### config.mk
export PLATFORM = sky130hd
export DESIGN_NAME = uart_tx_fifo
export DESIGN_NICKNAME = d
export VERILOG_FILES = /design/src/rtl/uart_pkg.sv /design/src/rtl/sync_fifo.sv /design/src/rtl/uart_tx_fifo.sv
export SDC_FILE = /design/constraint.sdc
export NUM_CORES = 1
export LEC_CHECK = 0
export ABC_AREA = 1
export ABC_CLOCK_PERIOD_IN_PS = 3430
export BUFFER_PORTS_ARGS = -buffer_cell sky130_fd_sc_hd__buf_2
export CAP_MARGIN = 20
export CORE_ASPECT_RATIO = 0.7
export CORE_UTILIZATION = 29
export CTS_CLUSTER_DIAMETER = 50
export DETAILED_ROUTE_END_ITERATION = 10
export GPL_TIMING_DRIVEN = 0
export HOLD_SLACK_MARGIN = 0.02
export PLACE_DENSITY = 0.54
export SLEW_MARGIN = 20
export SYNTH_ARGS = -nofsm -noshare
export SYNTH_HDL_FRONTEND = slang
export SYNTH_SLANG_ARGS = --single-unit
### constraint.sdc
create_clock -name clock -period 3.43 [get_ports clock]
set_clock_uncertainty 0.2 [all_clocks]
set_input_delay 0.1715 -clock clock [delete_from_list [all_inputs] [get_ports clock]]
set_output_delay 0.1715 -clock clock [all_outputs]
set_load 0.005 [all_outputs]
### src/rtl/uart_pkg.sv
// Shared UART definitions for the transmitter and the future receiver.
// Contents: parity encodings, transmitter state enum, baud divisor and
// ceil-log2 helpers usable in constant expressions.
package uart_pkg;

   localparam int unsigned PARITY_NONE = 0;
   localparam int unsigned PARITY_ODD  = 1;
   localparam int unsigned PARITY_EVEN = 2;

   typedef enum logic [2:0] {
      TX_IDLE   = 3'd0,
      TX_START  = 3'd1,
      TX_DATA   = 3'd2,
      TX_PARITY = 3'd3,
      TX_STOP   = 3'd4
   } tx_state_t;

   // Clock cycles per bit, rounded to nearest.
   function automatic int unsigned calc_divisor(input int unsigned clk_hz,
                                                input int unsigned baud);
      return (clk_hz + baud / 2) / baud;
   endfunction

   // Ceil(log2(v)); returns 0 for v <= 1.
   function automatic int unsigned clog2(input int unsigned v);
      int unsigned r;
      int unsigned x;
      r = 0;
      x = 1;
      while (x < v) begin
         x = x << 1;
         r = r + 1;
      end
      return r;
   endfunction

endpackage

### src/rtl/sync_fifo.sv
// Single-clock FIFO with registered full/empty/level.
// Ports:
//   i_clk, i_rst_n   clock, async active-low reset (flushes pointers)
//   i_push, i_data   write request/data; ignored while full
//   i_pop            read request; ignored while empty
//   o_data_c         head entry (combinational read of the array)
//   o_full, o_empty  registered status
//   o_level          registered entry count, 0..DEPTH
module sync_fifo
   import uart_pkg::*;
#(
   parameter int unsigned WIDTH = 8,
   parameter int unsigned DEPTH = 16
) (
   input  logic                    i_clk,
   input  logic                    i_rst_n,
   input  logic                    i_push,
   input  logic [WIDTH-1:0]        i_data,
   input  logic                    i_pop,
   output logic [WIDTH-1:0]        o_data_c,
   output logic                    o_full,
   output logic                    o_empty,
   output logic [clog2(DEPTH):0]   o_level
);

   localparam int unsigned AW    = clog2(DEPTH);
   localparam int unsigned LVL_W = AW + 1;
   localparam logic [LVL_W-1:0] LVL_FULL = LVL_W'(DEPTH);

   logic [WIDTH-1:0] r_mem [DEPTH];
   logic [AW-1:0]    r_wr_ptr;
   logic [AW-1:0]    r_rd_ptr;
   logic [LVL_W-1:0] r_level;
   logic             r_full;
   logic             r_empty;

   logic             w_push;
   logic             w_pop;
   logic [LVL_W-1:0] w_level_next;

   // Gate requests with the registered status flags.
   assign w_push = i_push & ~r_full;
   assign w_pop  = i_pop & ~r_empty;

   // Next occupancy; simultaneous push and pop leave it unchanged.
   always_comb begin
      w_level_next = r_level;
      case ({w_push, w_pop})
         2'b10:   w_level_next = r_level + LVL_W'(1);
         2'b01:   w_level_next = r_level - LVL_W'(1);
         default: w_level_next = r_level;
      endcase
   end

   // Pointers and status.
   always_ff @(posedge i_clk or negedge i_rst_n) begin
      if (!i_rst_n) begin
         r_wr_ptr <= '0;
         r_rd_ptr <= '0;
         r_level  <= '0;
         r_full   <= 1'b0;
         r_empty  <= 1'b1;
      end else begin
         if (w_push) r_wr_ptr <= r_wr_ptr + AW'(1);
         if (w_pop)  r_rd_ptr <= r_rd_ptr + AW'(1);
         r_level <= w_level_next;
         r_full  <= (w_level_next == LVL_FULL);
         r_empty <= (w_level_next == '0);
      end
   end

   // Storage array needs no reset; pointers define validity.
   always_ff @(posedge i_clk) begin
      if (w_push) r_mem[r_wr_ptr] <= i_data;
   end

   assign o_data_c = r_mem[r_rd_ptr];
   assign o_full   = r_full;
   assign o_empty  = r_empty;
   assign o_level  = r_level;

endmodule

### src/rtl/uart_tx_fifo.sv
// Buffered UART transmitter: FIFO write port feeding a frame serialiser
// with configurable data width, parity and stop bits.
// Ports:
//   clock, resetN       clock, async active-low reset
//   writeEnable/Data    push a word into the FIFO (dropped while full)
//   sendBreak           only with UART_TX_FIFO_BREAK_EN: hold line low
//                       between frames
//   full, empty, level  FIFO status
//   overflow            sticky, set by a write while full
//   busy                frame (or break) on the line
//   tx                  serial output, idle high
// Optional feature macro: UART_TX_FIFO_BREAK_EN.
module uart_tx_fifo
   import uart_pkg::*;
#(
   parameter int unsigned CLOCK_FREQUENCY = 50000000,
   parameter int unsigned BAUD_RATE       = 115200,
   parameter int unsigned DATA_BITS       = 8,
   parameter int unsigned PARITY          = 0,
   parameter int unsigned STOP_BITS       = 1,
   parameter int unsigned FIFO_DEPTH      = 16
) (
   input  logic                        clock,
   input  logic                        resetN,
   input  logic                        writeEnable,
   input  logic [DATA_BITS-1:0]        writeData,
`ifdef UART_TX_FIFO_BREAK_EN
   input  logic                        sendBreak,
`endif
   output logic                        full,
   output logic                        empty,
   output logic [clog2(FIFO_DEPTH):0]  level,
   output logic                        overflow,
   output logic                        busy,
   output logic                        tx
);

   localparam int unsigned DIVISOR = calc_divisor(CLOCK_FREQUENCY, BAUD_RATE);
   localparam int unsigned CNT_W   = clog2(DIVISOR);
   localparam int unsigned BIT_W   = clog2(DATA_BITS) + 1;

   localparam logic [CNT_W-1:0] CNT_LAST  = CNT_W'(DIVISOR - 1);
   localparam logic [BIT_W-1:0] DATA_LAST = BIT_W'(DATA_BITS - 1);
   localparam logic [BIT_W-1:0] STOP_LAST = BIT_W'(STOP_BITS - 1);

   // FIFO interface
   logic [DATA_BITS-1:0]       w_fifo_data;
   logic                       w_full;
   logic                       w_empty;
   logic [clog2(FIFO_DEPTH):0] w_level;
   logic                       w_pop;
   logic                       w_break;
   logic                       w_par_load;

   // FSM registers and next values
   tx_state_t            r_state;
   tx_state_t            w_state_next;
   logic [CNT_W-1:0]     r_cnt;
   logic [CNT_W-1:0]     w_cnt_next;
   logic [BIT_W-1:0]     r_bit;
   logic [BIT_W-1:0]     w_bit_next;
   logic [DATA_BITS-1:0] r_shift;
   logic [DATA_BITS-1:0] w_shift_next;
   logic                 r_par;
   logic                 w_par_next;
   logic                 w_bit_end;
   logic                 w_line;
   logic                 w_active;

   // Output registers
   logic r_tx;
   logic r_busy;
   logic r_overflow;

`ifdef UART_TX_FIFO_BREAK_EN
   assign w_break = sendBreak;
`else
   assign w_break = 1'b0;
`endif

   sync_fifo #(
      .WIDTH (DATA_BITS),
      .DEPTH (FIFO_DEPTH)
   ) u_fifo (
      .i_clk    (clock),
      .i_rst_n  (resetN),
      .i_push   (writeEnable),
      .i_data   (writeData),
      .i_pop    (w_pop),
      .o_data_c (w_fifo_data),
      .o_full   (w_full),
      .o_empty  (w_empty),
      .o_level  (w_level)
   );

   // Parity bit that makes data+parity odd (ODD) or even (EVEN).
   assign w_par_load = (PARITY == PARITY_ODD) ? ~(^w_fifo_data) : (^w_fifo_data);

   assign w_bit_end = (r_cnt == CNT_LAST);

   // Next-state, counters, shifter and line level.
   always_comb begin
      w_state_next = r_state;
      w_cnt_next   = r_cnt + CNT_W'(1);
      w_bit_next   = r_bit;
      w_shift_next = r_shift;
      w_par_next   = r_par;
      w_pop        = 1'b0;
      w_line       = 1'b1;
      w_active     = 1'b1;

      case (r_state)
         TX_IDLE: begin
            w_cnt_next = '0;
            w_bit_next = '0;
            w_line     = ~w_break;
            w_active   = w_break;
            if (!w_empty && !w_break) begin
               w_pop        = 1'b1;
               w_state_next = TX_START;
            end
         end
         TX_START: begin
            w_line = 1'b0;
            if (w_bit_end) begin
               w_cnt_next   = '0;
               w_bit_next   = '0;
               w_state_next = TX_DATA;
            end
         end
         TX_DATA: begin
            w_line = r_shift[0];
            if (w_bit_end) begin
               w_cnt_next   = '0;
               w_shift_next = r_shift >> 1;
               if (r_bit == DATA_LAST) begin
                  w_bit_next   = '0;
                  w_state_next = (PARITY != PARITY_NONE) ? TX_PARITY : TX_STOP;
               end else begin
                  w_bit_next = r_bit + BIT_W'(1);
               end
            end
         end
         TX_PARITY: begin
            w_line = r_par;
            if (w_bit_end) begin
               w_cnt_next   = '0;
               w_bit_next   = '0;
               w_state_next = TX_STOP;
            end
         end
         TX_STOP: begin
            w_line = 1'b1;
            if (w_bit_end) begin
               w_cnt_next = '0;
               if (r_bit == STOP_LAST) begin
                  w_bit_next = '0;
                  // Chain straight into the next start bit when work is queued.
                  if (!w_empty && !w_break) begin
                     w_pop        = 1'b1;
                     w_state_next = TX_START;
                  end else begin
                     w_state_next = TX_IDLE;
                  end
               end else begin
                  w_bit_next = r_bit + BIT_W'(1);
               end
            end
         end
         default: begin
            w_cnt_next   = '0;
            w_bit_next   = '0;
            w_state_next = TX_IDLE;
         end
      endcase

      // Popping loads the head word and its parity for the new frame.
      if (w_pop) begin
         w_shift_next = w_fifo_data;
         w_par_next   = w_par_load;
      end
   end

   // FSM state register.
   always_ff @(posedge clock or negedge resetN) begin
      if (!resetN) begin
         r_state <= TX_IDLE;
         r_cnt   <= '0;
         r_bit   <= '0;
         r_shift <= '0;
         r_par   <= 1'b0;
      end else begin
         r_state <= w_state_next;
         r_cnt   <= w_cnt_next;
         r_bit   <= w_bit_next;
         r_shift <= w_shift_next;
         r_par   <= w_par_next;
      end
   end

   // Registered outputs; line level follows state by one cycle.
   always_ff @(posedge clock or negedge resetN) begin
      if (!resetN) begin
         r_tx       <= 1'b1;
         r_busy     <= 1'b0;
         r_overflow <= 1'b0;
      end else begin
         r_tx   <= w_line;
         r_busy <= w_active;
         if (writeEnable && w_full) r_overflow <= 1'b1;
      end
   end

   assign tx       = r_tx;
   assign busy     = r_busy;
   assign overflow = r_overflow;
   assign full     = w_full;
   assign empty    = w_empty;
   assign level    = w_level;

endmodule

======== Word-level counts from Yosys, hierarchy flattened ========
Memory sizes are Yosys's and may differ from the RTL's.
Index checks and enable logic that the tools add are counted.
word-level totals
  bits of input ports ..................... 11
  word-level logic and storage cells ...... 82
  register bits ........................... 43
  bits in writable memories ............... 128
  memories ................................ 1
operators by class
  bitwise operators ....................... 4
  add/subtract/negate cells ............... 6
  reduce and logical (&&, ||, !) cells .... 12
  mux-type cells .......................... 29
  equal/unequal tests ..................... 17
memory list
  name          words  width  rd ports  clocked after memory_dff  write ports  RTL line         text
  u_fifo.r_mem  16     8      1         0                         1            sync_fifo.sv:30  logic [WIDTH-1:0] r_mem [DEPTH];
operators by type and width
  cell                                                  count
  2-to-1 mux 8 bit                                      3
  2-to-1 mux 3 bit                                      7
  2-to-1 mux 4 bit                                      5
  2-to-1 mux 9 bit                                      2
  case mux 3 bit (5 select lines)                       1
  != test 2 bit (second input constant)                 7
  adder 4 x 1 -> 4 bit (second input constant)          3
  case mux 4 bit (3 select lines)                       1
  case mux 5 bit (2 select lines)                       1
  adder 9 x 1 -> 9 bit (second input constant)          1
  equality test 9 bit (second input constant)           1
  parity 8 bit                                          1
  2-to-1 mux 1 bit                                      7
  AND reduction 7 bit                                   1
  equality test 3 x 2 -> 1 bit (second input constant)  2
  adder 5 x 1 -> 5 bit (second input constant)          1
  equality test 5 bit (second input constant)           1
  zero test 5 bit                                       1
  subtractor 5 x 1 -> 5 bit (second input constant)     1
  equality test 4 x 3 -> 1 bit (second input constant)  1
  zero test 4 bit                                       1
  nonzero test 2 bit                                    2
  OR reduction 4 bit                                    1
  equality test 3 x 1 -> 1 bit (second input constant)  1
  13 further kinds                                      15

======== Logic depth before layout (Yosys ltp) ========
  depth in word-level cells ............... 8
  mapped depth ............................ 21

======== By module ========
From an unflattened synthesis, not the netlist that was laid out.
unflattened totals
  cells, all modules ...................... 736
  area, all modules ....................... 7,727.4 um^2
modules (own cells, without submodules)
  module        times used  area an instance (um^2)  cells an instance
  sync_fifo     1           5,983.2                  493
  uart_tx_fifo  1           1,744.2                  243

======== Worst setup path after synthesis ========
OpenSTA, ideal clock, no wires.
  path type ............................... reg-to-reg
  start point ............................. register r_cnt[1]
  end point ............................... register u_fifo.r_full, in the netlist u_fifo.o_full
  clock period less this slack ............ 2.487 ns
  arrival ................................. 2.215 ns
  stages on the path, launching flop included .. 17
  slack ................................... 0.943 ns
  path buffers ............................ 1
  setup time .............................. 0.071 ns
  cell sequence ........................... dfrtp_1 -> inv_1 -> ha_1 -> nand2_1 -> inv_1 -> nand2_1 -> nor2_4 -> nand3_2 -> nand2_4 -> buf_4 -> ha_1 -> o21ai_0 -> inv_1 -> or2_2 -> nor2_1 -> nand3_1 -> nor2_1
between the ends
  word-level cells in the longest chain between the ends .. 7
  elaborated cells on any way between the ends .. 8
  classes of those cells .................. eq/ne: 4; mux: 3; bitwise: 1
ends and longest elaborated chain
  what                                                                        RTL line             text
  from (decl)                                                                 uart_tx_fifo.sv:58   logic [CNT_W-1:0] r_cnt;
  from (signal assigned)                                                      uart_tx_fifo.sv:194  r_cnt <= w_cnt_next;
  equality test 9 bit *                                                       uart_tx_fifo.sv:99   assign w_bit_end = (r_cnt == CNT_LAST);
  2-to-1 mux 1 bit *                                                          uart_tx_fifo.sv:154  if (w_bit_end) begin
  case mux 1 bit (2 select lines) *                                           uart_tx_fifo.sv:112  case (r_state)
  AND 1 bit *                                                                 sync_fifo.sv:43      assign w_pop = i_pop & ~r_empty;
  equality test 2 x 1 -> 1 bit / equality test 2 bit (equally long branches)  sync_fifo.sv:48      case ({w_push, w_pop})
  case mux 5 bit (2 select lines) *                                           sync_fifo.sv:48
  via u_fifo.w_level_next[1]                                                  sync_fifo.sv:39      logic [LVL_W-1:0] w_level_next;
  equality test 5 bit *                                                       sync_fifo.sv:67      r_full <= (w_level_next == LVL_FULL);
  to (signal assigned)                                                        sync_fifo.sv:67
  to (decl)                                                                   sync_fifo.sv:34      logic r_full;
The timed path passes the listed nets; every way through them passes the cells marked *.
A chain may end at the register's enable or synchronous reset.

======== Worst setup path in the final report ========
Same ends and word-level chain as after synthesis.

==> impl_metrics.json <==
{
  "status": "completed",
  "gp_congestion": 0.795,
  "yosysSeqAreaShare": 0.645,
  "area_growth_pct": 15.7,
  "n_antenna_cell": 0,
  "grt_max_degree": 44,
  "setup_ws_ps": 637,
  "cts_max_path_buffers": 2,
  "synth_top_area_share": 0.503,
  "cts_buffers": 17,
  "start_util": 0.297,
  "max-cap-violations": 0,
  "setup_violations": 0,
  "netlist_instances": 706,
  "nFillCells": 2617,
  "drive_gt1_frac": 0.154,
  "synth.area.mux_share": 0,
  "synthXorXnorAreaFrac": 0.0103,
  "wl_um": 18700,
  "cts_tree": "yes",
  "critical_path_class": "reg2reg",
  "max_slew_margin": 0.275,
  "wl_per_cell_um": 17.0,
  "rsz0062_at_grt": "no",
  "pre_cts_slack_ps": 629,
  "first_pass_iters": 5,
  "ios": 21,
  "synth-main-ff-cell": "edfxtp_1",
  "post-cts-setup-buffers": 0,
  "ys.warnings.count": 0,
  "synth_area_um2": 7630,
  "rrSetupSlack_ps": 640,
  "grt_antenna_before_repair": 0,
  "viasPerCell": 4.73,
  "clkTransAtPathRegs_ps": 60,
  "setup.worst_path.start_class": "flop",
  "cp-end-kind": "flop",
  "ys_top_cells_by_area": "edfxtp_1 (50%), dfrtp_1 (13%), nor2_1 (5.8%)",
  "ant_nets": 0,
  "final_cell_mix": "edfxtp_1 (128), nor2_1 (118), nand2_1 (92), o21ai_0 (56), inv_1 (51)",
  "fp.dieW_um": 196,
  "hp-class": "in2async",
  "core_um2": 25700,
  "hold_ws_ps": 77.1,
  "timing.rr.end": "u_fifo.o_full$_DFF_PN0_",
  "ys_types": 35,
  "setup_tns_ps": 0,
  "vdd_drop_max_uv": 543,
  "synth_top_family_by_area": "simple AND/OR/NAND/NOR gates",
  "final_common_cell": "edfxtp_1",
  "dp_cells": 1057,
  "critPathLaunch": "r_cnt[1]$_DFF_PN0_",
  "dpl_cell_area_um2": 8150,
  "grt_pass1_vias": 4921,
  "insertion_delay_ps": 430,
  "worst_slew_pin_slew_ps": 1080,
  "port_buffers": 20,
  "period_share": 0.814,
  "gr-total-overflow": 0,
  "ys_ff_latch": 171,
  "drcViolationCount": 0,
  "path_max_fanout": 10,
  "rr_worst_depth": 16,
  "powerDensity_nw_per_um2": 901,
  "num_vias": 5194,
  "cts_root_buffer": "clkbuf_16",
  "die_area_um2": 27000,
  "r2r-start": "r_cnt[1]$_DFF_PN0_",
  "fp.dieH_um": 138,
  "arrival_ps": 2960,
  "numClockSinks": 171,
  "max_freq_ghz": 0.358,
  "cts_max_level": 4,
  "row_count": 49,
  "track_usage": 0.148,
  "fin_crit_ps": 2790,
  "synth_area_per_cell_um2": 10.8,
  "finalNetCount": 777,
  "stdcell_area_um2": 8830,
  "yosysTopAreaCell": "edfxtp_1",
  "worst_ep_required_time_ps": 3600,
  "dp_hpwl_um": 12900,
  "report.final.slew_viol_count": 0,
  "final_hold_viol_count": 0,
  "syn_nets": 728,
  "grt_pass1_wl_um": 29400,
  "synthSimpleGateAreaFrac": 0.173,
  "synth_compound_area_frac": 0.0977,
  "synthAdderAreaFrac": 0.0180,
  "endpoint": "u_fifo.o_full$_DFF_PN0_",
  "synth_edf_count": 128,
  "fin_cells": 1099,
  "async_flop_share": 0.251,
  "p_leak_nw": 3.38,
  "drtIter0Drc": 517
}
==> cell type report <==
| type | count | area [um2] | share of cell area |
|---|---|---|---|
| Sequential cell | 171 | 4920 | 0.557 |
| Multi-Input combinational cell | 448 | 2280 | 0.259 |
| Clock buffer | 21 | 460 | 0.0521 |
| Tap cell | 331 | 414 | 0.0469 |
| Inverter | 60 | 225 | 0.0255 |
| Buffer | 27 | 204 | 0.0231 |
| Timing Repair Buffer | 30 | 203 | 0.0229 |
| Clock inverter | 11 | 120 | 0.0136 |
==> routing by layer <==
metal	global-route usage	vias up	wire length [um]
met1	0.232	2512	10100
met2	0.204	137	7400
met3	0.0294	15	1030
li1	-	2530	-
met4	0.0399	0	172
met5	0	-	0
==> where the power goes <==
part	internal, W	leakage, nW	total (W)	switching [W]
sequential	0.00259	1.69	0.00277	0.000179
combinational	0.00106	1.42	0.00328	0.00222
clock	0.00111	0.272	0.00191	0.000803
==> synthesized netlist by cell type (all sizes together) (2+ instances only) <==
library cell,n
xor2,6
o211ai,21
and3,2
buf,26
dfstp,2
edfxtp,128
o21ai,88
inv,59
nor2,125
xnor2,3
nand2,104
nand4,7
nor3,6
o22ai,2
dfrtp,41
a21oi,17
nand3,52
ha,11
==> critical path: stages (launching register included) <==
cell	delay [ps]
dfrtp_1	390
inv_1	60
ha_1	150
nand2_1	50
inv_1	50
nand2_1	70
nor2_4	170
nand3_2	100
nand2_4	110
buf_4	190
ha_1	320
o21ai_0	190
inv_1	70
or2_2	270
nor2_1	110
nand3_1	110
nor2_1	110
==> registers in the layout, indices dropped and copies added (netlist names), 3 cells and up <==
register         cells
u_fifo.r_mem       128
r_cnt                9
r_shift              8
u_fifo.o_level       5
r_bit                4
u_fifo.r_rd_ptr      4
u_fifo.r_wr_ptr      4
r_state              3
==> kinds of logic (layout without fill, tap and decap cells) <==
| family | after synthesis | after routing |
|---|---|---|
| adder cells (fa/ha/maj) | 11 | 11 |
| AO/OA/AOI/OAI | 131 | 131 |
| flip-flops | 171 | 171 |
| buffers and inverters | 87 | 149 |
| XOR/XNOR | 9 | 9 |
| AND/OR/NAND/NOR | 297 | 297 |
==> timing repair <==
item / CTS / global route
resized for setup: 0 / 0
endpoints found under the hold margin: 173 / 0
hold buffers: 10 / 0
==> metrics by stage <==
stage          utilization  power [W]
2_1_floorplan            -    0.00507
3_3_place_gp         0.316    0.00604
3_5_place_dp         0.316    0.00608
4_1_cts              0.343    0.00799
5_1_grt              0.343    0.00855
6_report             0.343    0.00796
==> worst min-delay path by stage <==
stage / endpoint / cells after the start
2_1_floorplan: busy$_DFF_PN0_ / 0
3_3_place_gp: overflow$_DFFE_PN0P_ / 2
3_5_place_dp: overflow$_DFFE_PN0P_ / 2
4_1_cts: overflow$_DFFE_PN0P_ / 1
5_1_grt: r_cnt[0]$_DFF_PN0_ / 2
6_report: busy$_DFF_PN0_ / 2
Note: power is estimated with default switching activity, not from simulation.
